`config.mk`:
```
export PLATFORM = sky130hd
export DESIGN_NAME = id_ex_stage
export DESIGN_NICKNAME = d
export VERILOG_FILES = /design/src/rtl/id_ex_stage.sv
export SDC_FILE = /design/constraint.sdc
export NUM_CORES = 1
export LEC_CHECK = 0
export BUFFER_PORTS_ARGS = -buffer_cell sky130_fd_sc_hd__buf_2
export CAP_MARGIN = 40
export CORE_ASPECT_RATIO = 0.7
export CORE_UTILIZATION = 55
export CTS_CLUSTER_DIAMETER = 80
export DETAILED_ROUTE_END_ITERATION = 7
export GPL_TIMING_DRIVEN = 0
export PLACE_DENSITY_LB_ADDON = 0.15
export SLEW_MARGIN = 20
export SYNTH_ARGS = -nofsm -noshare
export SYNTH_HDL_FRONTEND = slang
export SYNTH_SLANG_ARGS = --single-unit
```
`constraint.sdc`:
```
create_clock -name clk -period 2.2 [get_ports clk]
set_input_delay 0.33 -clock clk [delete_from_list [all_inputs] [get_ports clk]]
set_output_delay 0.33 -clock clk [all_outputs]
set_load 0.01 [all_outputs]
```
`src/rtl/id_ex_stage.sv`:
```
// ID->EX pipeline stage register with valid/ready handshake, synchronous flush and an
// optional two-entry skid buffer. Empty slots always hold the all-zero NOP payload.
module id_ex_stage #(
  parameter int unsigned ALUOP_W  = 8,
  parameter int unsigned ALUSEL_W = 3,
  parameter int unsigned DATA_W   = 32,
  parameter int unsigned ADDR_W   = 5,
  parameter int unsigned SKID     = 1
) (
  input  logic                clk,
  input  logic                rst,
  input  logic                flush,

  input  logic                id_valid,
  output logic                id_ready,
  input  logic [ALUOP_W-1:0]  id_aluop,
  input  logic [ALUSEL_W-1:0] id_alusel,
  input  logic [DATA_W-1:0]   id_reg1,
  input  logic [DATA_W-1:0]   id_reg2,
  input  logic [ADDR_W-1:0]   id_wd,
  input  logic                id_wreg,
  input  logic [DATA_W-1:0]   id_link_address,

  output logic                ex_valid,
  input  logic                ex_ready,
  output logic [ALUOP_W-1:0]  ex_aluop,
  output logic [ALUSEL_W-1:0] ex_alusel,
  output logic [DATA_W-1:0]   ex_reg1,
  output logic [DATA_W-1:0]   ex_reg2,
  output logic [ADDR_W-1:0]   ex_wd,
  output logic                ex_wreg,
  output logic [DATA_W-1:0]   ex_link_address
);

  localparam int unsigned PayW = ALUOP_W + ALUSEL_W + 3 * DATA_W + ADDR_W + 1;

  logic [PayW-1:0] in_pay;
  logic [PayW-1:0] m_q, m_d;
  logic [PayW-1:0] s_q, s_d;
  logic            m_valid_q, m_valid_d;
  logic            s_valid_q, s_valid_d;
  logic            accept;
  logic            consume;

  assign in_pay = {id_aluop, id_alusel, id_reg1, id_reg2, id_wd, id_wreg, id_link_address};
  assign {ex_aluop, ex_alusel, ex_reg1, ex_reg2, ex_wd, ex_wreg, ex_link_address} = m_q;
  assign ex_valid = m_valid_q;

  // With the skid buffer, id_ready comes straight from a flop: no path from ex_ready.
  always_comb begin
    if (SKID != 0) begin
      id_ready = !s_valid_q;
    end else begin
      id_ready = ex_ready || !m_valid_q;
    end
  end

  assign accept  = id_valid && id_ready;
  assign consume = m_valid_q && ex_ready;

  always_comb begin
    m_d       = m_q;
    m_valid_d = m_valid_q;
    s_d       = s_q;
    s_valid_d = s_valid_q;
    if (flush) begin
      m_d       = '0;
      m_valid_d = 1'b0;
      s_d       = '0;
      s_valid_d = 1'b0;
    end else if (SKID != 0) begin
      if (s_valid_q) begin
        // Full: input is blocked, only a drain from S into M can happen.
        if (consume) begin
          m_d       = s_q;
          m_valid_d = 1'b1;
          s_d       = '0;
          s_valid_d = 1'b0;
        end
      end else if (accept && (!m_valid_q || consume)) begin
        m_d       = in_pay;
        m_valid_d = 1'b1;
      end else if (accept) begin
        s_d       = in_pay;
        s_valid_d = 1'b1;
      end else if (consume) begin
        m_d       = '0;
        m_valid_d = 1'b0;
      end
    end else begin
      s_d       = '0;
      s_valid_d = 1'b0;
      if (accept) begin
        m_d       = in_pay;
        m_valid_d = 1'b1;
      end else if (consume) begin
        m_d       = '0;
        m_valid_d = 1'b0;
      end
    end
  end

  always_ff @(posedge clk) begin
    if (!rst) begin
      m_q       <= '0;
      m_valid_q <= 1'b0;
      s_q       <= '0;
      s_valid_q <= 1'b0;
    end else begin
      m_q       <= m_d;
      m_valid_q <= m_valid_d;
      s_q       <= s_d;
      s_valid_q <= s_valid_d;
    end
  end

endmodule

```
==> impl.org <==
** GRT
- Initial antenna violation count :: 1
- The first global-routing pass estimated 36800 µm of wire.
- Entering global routing, the biggest net connects 16 pins.
- Vias in the first global route :: 7138
- In the global route stage, overall resource usage came out at 0.2733.
- Remaining Overflow, GRT :: 0

** Floorplan
- The die covers 0.01681 mm².
- Starting density of the core :: 0.5711
- Die outline height :: 108.8 µm
- Pin placement for this block handled 233 I/O pins.
- Width of the die :: 154.6 µm
- Placeable core region :: 0.01569 mm²
- Floorplan row count :: 38

** Worst setup path
- Standard cell with the maximum stage delay on the critical path :: sky130_fd_sc_hd__dfxtp_1
- Setup crit start :: s_valid_q$_SDFF_PP0_
- STA classifies the critical path endpoint as a flip-flop.
- Cell chain of the critical path :: and4bb_1 > nor3b_2 > clkbuf_1 > a22o_1
- Data arrival time of the critical path :: 2.30 ns
- The worst register-to-register path begins at s_valid_q$_SDFF_PP0_.
- Highest cell delay on the worst timing path :: 0.45 ns
- CP Class :: reg -> reg
- Crit Path Max Fanout :: 10
- The worst setup path is launched from a flip-flop.
- Worst endpoint required time :: 2.62 ns

** Clocking
- Latest clock arrival within the worst-skew pair :: 0.49 ns
- Number of hold buffers added after CTS :: 0
- TritonCTS created 21 clock buffers.
- H-Tree Depth :: 1
- Max Root-Sink Buffers :: 3
- Clock-pin slew was measured on the worst setup and hold paths at 0.07 ns.
- Counting every sink on the clock net gives 228.
- Clock tree from TritonCTS :: done
- Number of buffers added for setup after CTS :: 0
- The cell sitting at the root of the clock tree is a sky130_fd_sc_hd__clkbuf_16.

** Routing
- The detailed router finished its first iteration with 549 violations.
- Number of nets still failing antenna checks after routing :: 0
- Iteration count of the initial detailed-routing pass :: 6
- In the final routed layout, each cell accounts on average for 17.27 µm.
- Total wire length :: 23560 µm
- Using the TritonRoute via totals, the vias-per-cell ratio works out to 5.697.
- Routed vias :: 7771
- In the routed design, unresolved DRC markers number 0.

** Min path
- Beginning of the worst hold path :: id_alusel[1]
- Worst hold path class :: in -> reg

** Synth
- Post-Synthesis Net Count :: 1015
- Averaged over all synthesized cells, the footprint is 9.989 µm².
- Gate count after technology mapping :: 897
- Number of warnings printed during yosys synthesis :: 0
- Counting distinct cell types in the post-synthesis netlist gives 23.
- Synthesized flop and latch total :: 228
- Syn Std Cell Area :: 0.008960 mm²
- For this run, the register share of the synthesized area comes to 0.5094.

** Pwr
- The internal power of the cells totals 6.567 mW.
- Summed over all cells, the static leakage comes to 4.588 nW.
- Portion of total power attributed to the clock network :: 0.405
- Sw frac :: 0.2483
- Net switching power figure :: 2.169 mW
- Of the total power, combinational logic draws 0.104.
- PD cells :: 792.0 mW/mm²
- Peak supply drop :: 0.0004457 V
- Of the total power, registers draw 0.491.
- After layout, the design draws a total of 8.736 mW.

** Place
- During placement, the flow inserted port buffers numbering 231.
- Detailed placement finished with a half-perimeter wire length of 16200 µm.
- Routability-driven placement finished with a final weighted congestion of 0.7934.
- Placement Setup Slack :: 0.07707 ns

** Timing
- The worst pin sits at a relative slew slack of 0.6468.
- Setup violations remaining at the end of the flow were counted as 0.
- On the final layout, the worst clock skew is 0.01819 ns.
- In the finished design, the share of the clock period the worst path needs comes to 0.8513.
- Final-layout setup total negative slack :: 0 ns
- The worst path in the final design needs a cycle of 1.873 ns, including I/O delays and setup.
- Measured slew at the worst slew-check pin :: 0.5298 ns
- The final number of max-transition violations came to 0.
- Setup repair after global routing missed its margin :: no
- Hold Violations, Final :: 0
- Once routing completed, OpenROAD measured the worst setup slack at 0.3270 ns.
- Derived from the worst setup path, the maximum achievable clock frequency is 533.9 MHz.

** Final layout
- Counting the fill cells in the layout gives 1244.
- Of the cells placed in the final design, the portion with a size suffix greater than 1 is 0.3236.
- Layout area overhead :: 23.11%
- Net total in the final layout :: 1269

** Status
- The flow ran to the end, and the final reports show no timing, DRC or antenna violations.

** Flow run
- Across the run, the number of max-cap violations was 0.
-- placed cells by master, fill, tap and decap left out, types with 2 or more instances in the layout --
master                        n
sky130_fd_sc_hd__a221oi_1    42
sky130_fd_sc_hd__a21oi_1      2
sky130_fd_sc_hd__clkinv_2     3
sky130_fd_sc_hd__clkbuf_8     4
sky130_fd_sc_hd__clkbuf_16   21
sky130_fd_sc_hd__buf_4        9
sky130_fd_sc_hd__o21ai_0    114
sky130_fd_sc_hd__buf_2      254
sky130_fd_sc_hd__a221oi_2    70
sky130_fd_sc_hd__a22o_1     113
sky130_fd_sc_hd__nand2_1    112
sky130_fd_sc_hd__inv_1      115
sky130_fd_sc_hd__dfxtp_1    228
sky130_fd_sc_hd__diode_2      2
sky130_fd_sc_hd__clkbuf_1    48
sky130_fd_sc_hd__nand2b_1     2
sky130_fd_sc_hd__buf_6        8
sky130_fd_sc_hd__a211oi_1     2
sky130_fd_sc_hd__and2_1       2
-- Yosys cell counts --
cell,number,area share
sky130_fd_sc_hd__nand2_1,112,0.047
sky130_fd_sc_hd__nor2_1,1,0.00042
sky130_fd_sc_hd__a21oi_1,2,0.0011
sky130_fd_sc_hd__dfxtp_1,228,0.51
sky130_fd_sc_hd__nand3_1,1,0.00056
sky130_fd_sc_hd__a221oi_1,42,0.041
sky130_fd_sc_hd__clkbuf_1,47,0.020
sky130_fd_sc_hd__buf_2,23,0.013
sky130_fd_sc_hd__a22o_1,113,0.11
sky130_fd_sc_hd__and4bb_1,1,0.0014
sky130_fd_sc_hd__a211oi_1,2,0.0017
sky130_fd_sc_hd__and2_1,2,0.0014
sky130_fd_sc_hd__nor3_1,1,0.00056
sky130_fd_sc_hd__o21ai_0,114,0.064
sky130_fd_sc_hd__inv_1,115,0.048
sky130_fd_sc_hd__a221oi_2,70,0.12
sky130_fd_sc_hd__nand2b_1,2,0.0014
sky130_fd_sc_hd__o21ba_2,1,0.0011
sky130_fd_sc_hd__buf_6,8,0.010
sky130_fd_sc_hd__nor2b_1,1,0.00070
sky130_fd_sc_hd__nor3b_2,1,0.0014
sky130_fd_sc_hd__buf_4,9,0.0075
sky130_fd_sc_hd__mux2i_1,1,0.0011
-- final timing paths --
check | end | slack (ns) | depth (start not counted)
hold / removal | s_q[103]$_SDFFE_PP0P_ | 0.06 | 2
hold reg to reg | m_q[32]$_SDFFE_PP0P_ | 0.46 | 2
setup / recovery | s_q[15]$_SDFFE_PP0P_ | 0.33 | 4
setup reg to reg | s_q[15]$_SDFFE_PP0P_ | 0.33 | 4
-- sequential cells by signal (all words and copies together), names as in the netlist --
signal and count:
m_q 113, s_q 113, ex_valid 1, s_valid_q 1
-- power groups by stage --
stage	clock, mW	combinational [mW]	sequential, mW
floorplan	0	0.482	4.42
global placement	0	0.890	4.37
detailed placement	0	0.899	4.38
CTS	3.56	0.904	4.28
global route	3.71	0.988	4.30
finish	3.54	0.911	4.29
-- metal layers --
metal / share of wire / routed length (µm) / vias up / global-route usage
met2: 0.42 / 9855 / 310 / 0.4085
met5: 0 / 0 / - / 0
met4: 0.023 / 546 / 0 / 0.07496
met1: 0.49 / 11520 / 3681 / 0.4043
met3: 0.069 / 1635 / 38 / 0.04730
li1: - / - / 3742 / -
-- cell type report --
type | instances | area, µm² | area share
Antenna cell | 2 | 5.005 | 0.0004537
Buffer | 87 | 450.4 | 0.04083
Clock buffer | 27 | 588.1 | 0.05331
Clock inverter | 7 | 70.07 | 0.006352
Inverter | 115 | 431.7 | 0.03913
Multi-Input combinational cell | 467 | 3515 | 0.3186
Sequential cell | 228 | 4564 | 0.4138
Tap cell | 200 | 250.2 | 0.02269
Timing Repair Buffer | 231 | 1156 | 0.1048
-- kinds of logic (layout without fill, tap and decap cells) --
kind of cell | count (synthesis) | after routing | synth area share
AOI/OAI and AO/OA | 344 | 344 | 0.3364
DFF | 228 | 228 | 0.5094
buffers and inverters | 202 | 467 | 0.09831
and+or+nand+nor | 122 | 122 | 0.05474
muxes | 1 | 1 | 0.001117
other | 0 | 2 | 0
-- repair_timing --
action | 4_1_cts | 5_1_grt
endpoints found under the setup margin | 0 | 7
hold endpoints to repair | 0 | 0
gates resized for setup | 0 | 2
-- per-stage QoR --
step           instance area (µm²)  std cells    util  hold WS, ns
6_report                     11030       1364  0.7030      0.05660
5_1_grt                      11030       1362  0.7027      0.04871
4_1_cts                      11020       1362  0.7026      0.04752
3_5_place_dp                 10370       1328  0.6607       0.4480
3_3_place_gp                 10370       1328  0.6607       0.4392
2_1_floorplan                 8960        897       -       0.4436
-- critical path: cells and delay by family (launching register included) --
| family | cells | cell delay (ns) |
|---|---|---|
| AO/OA/AOI/OAI | 1 | 0.23 |
| buffers and inverters | 1 | 0.45 |
| flip-flops | 1 | 0.45 |
| AND/OR/NAND/NOR | 2 | 0.66 |
Note: power is estimated with default switching activity, not from simulation.
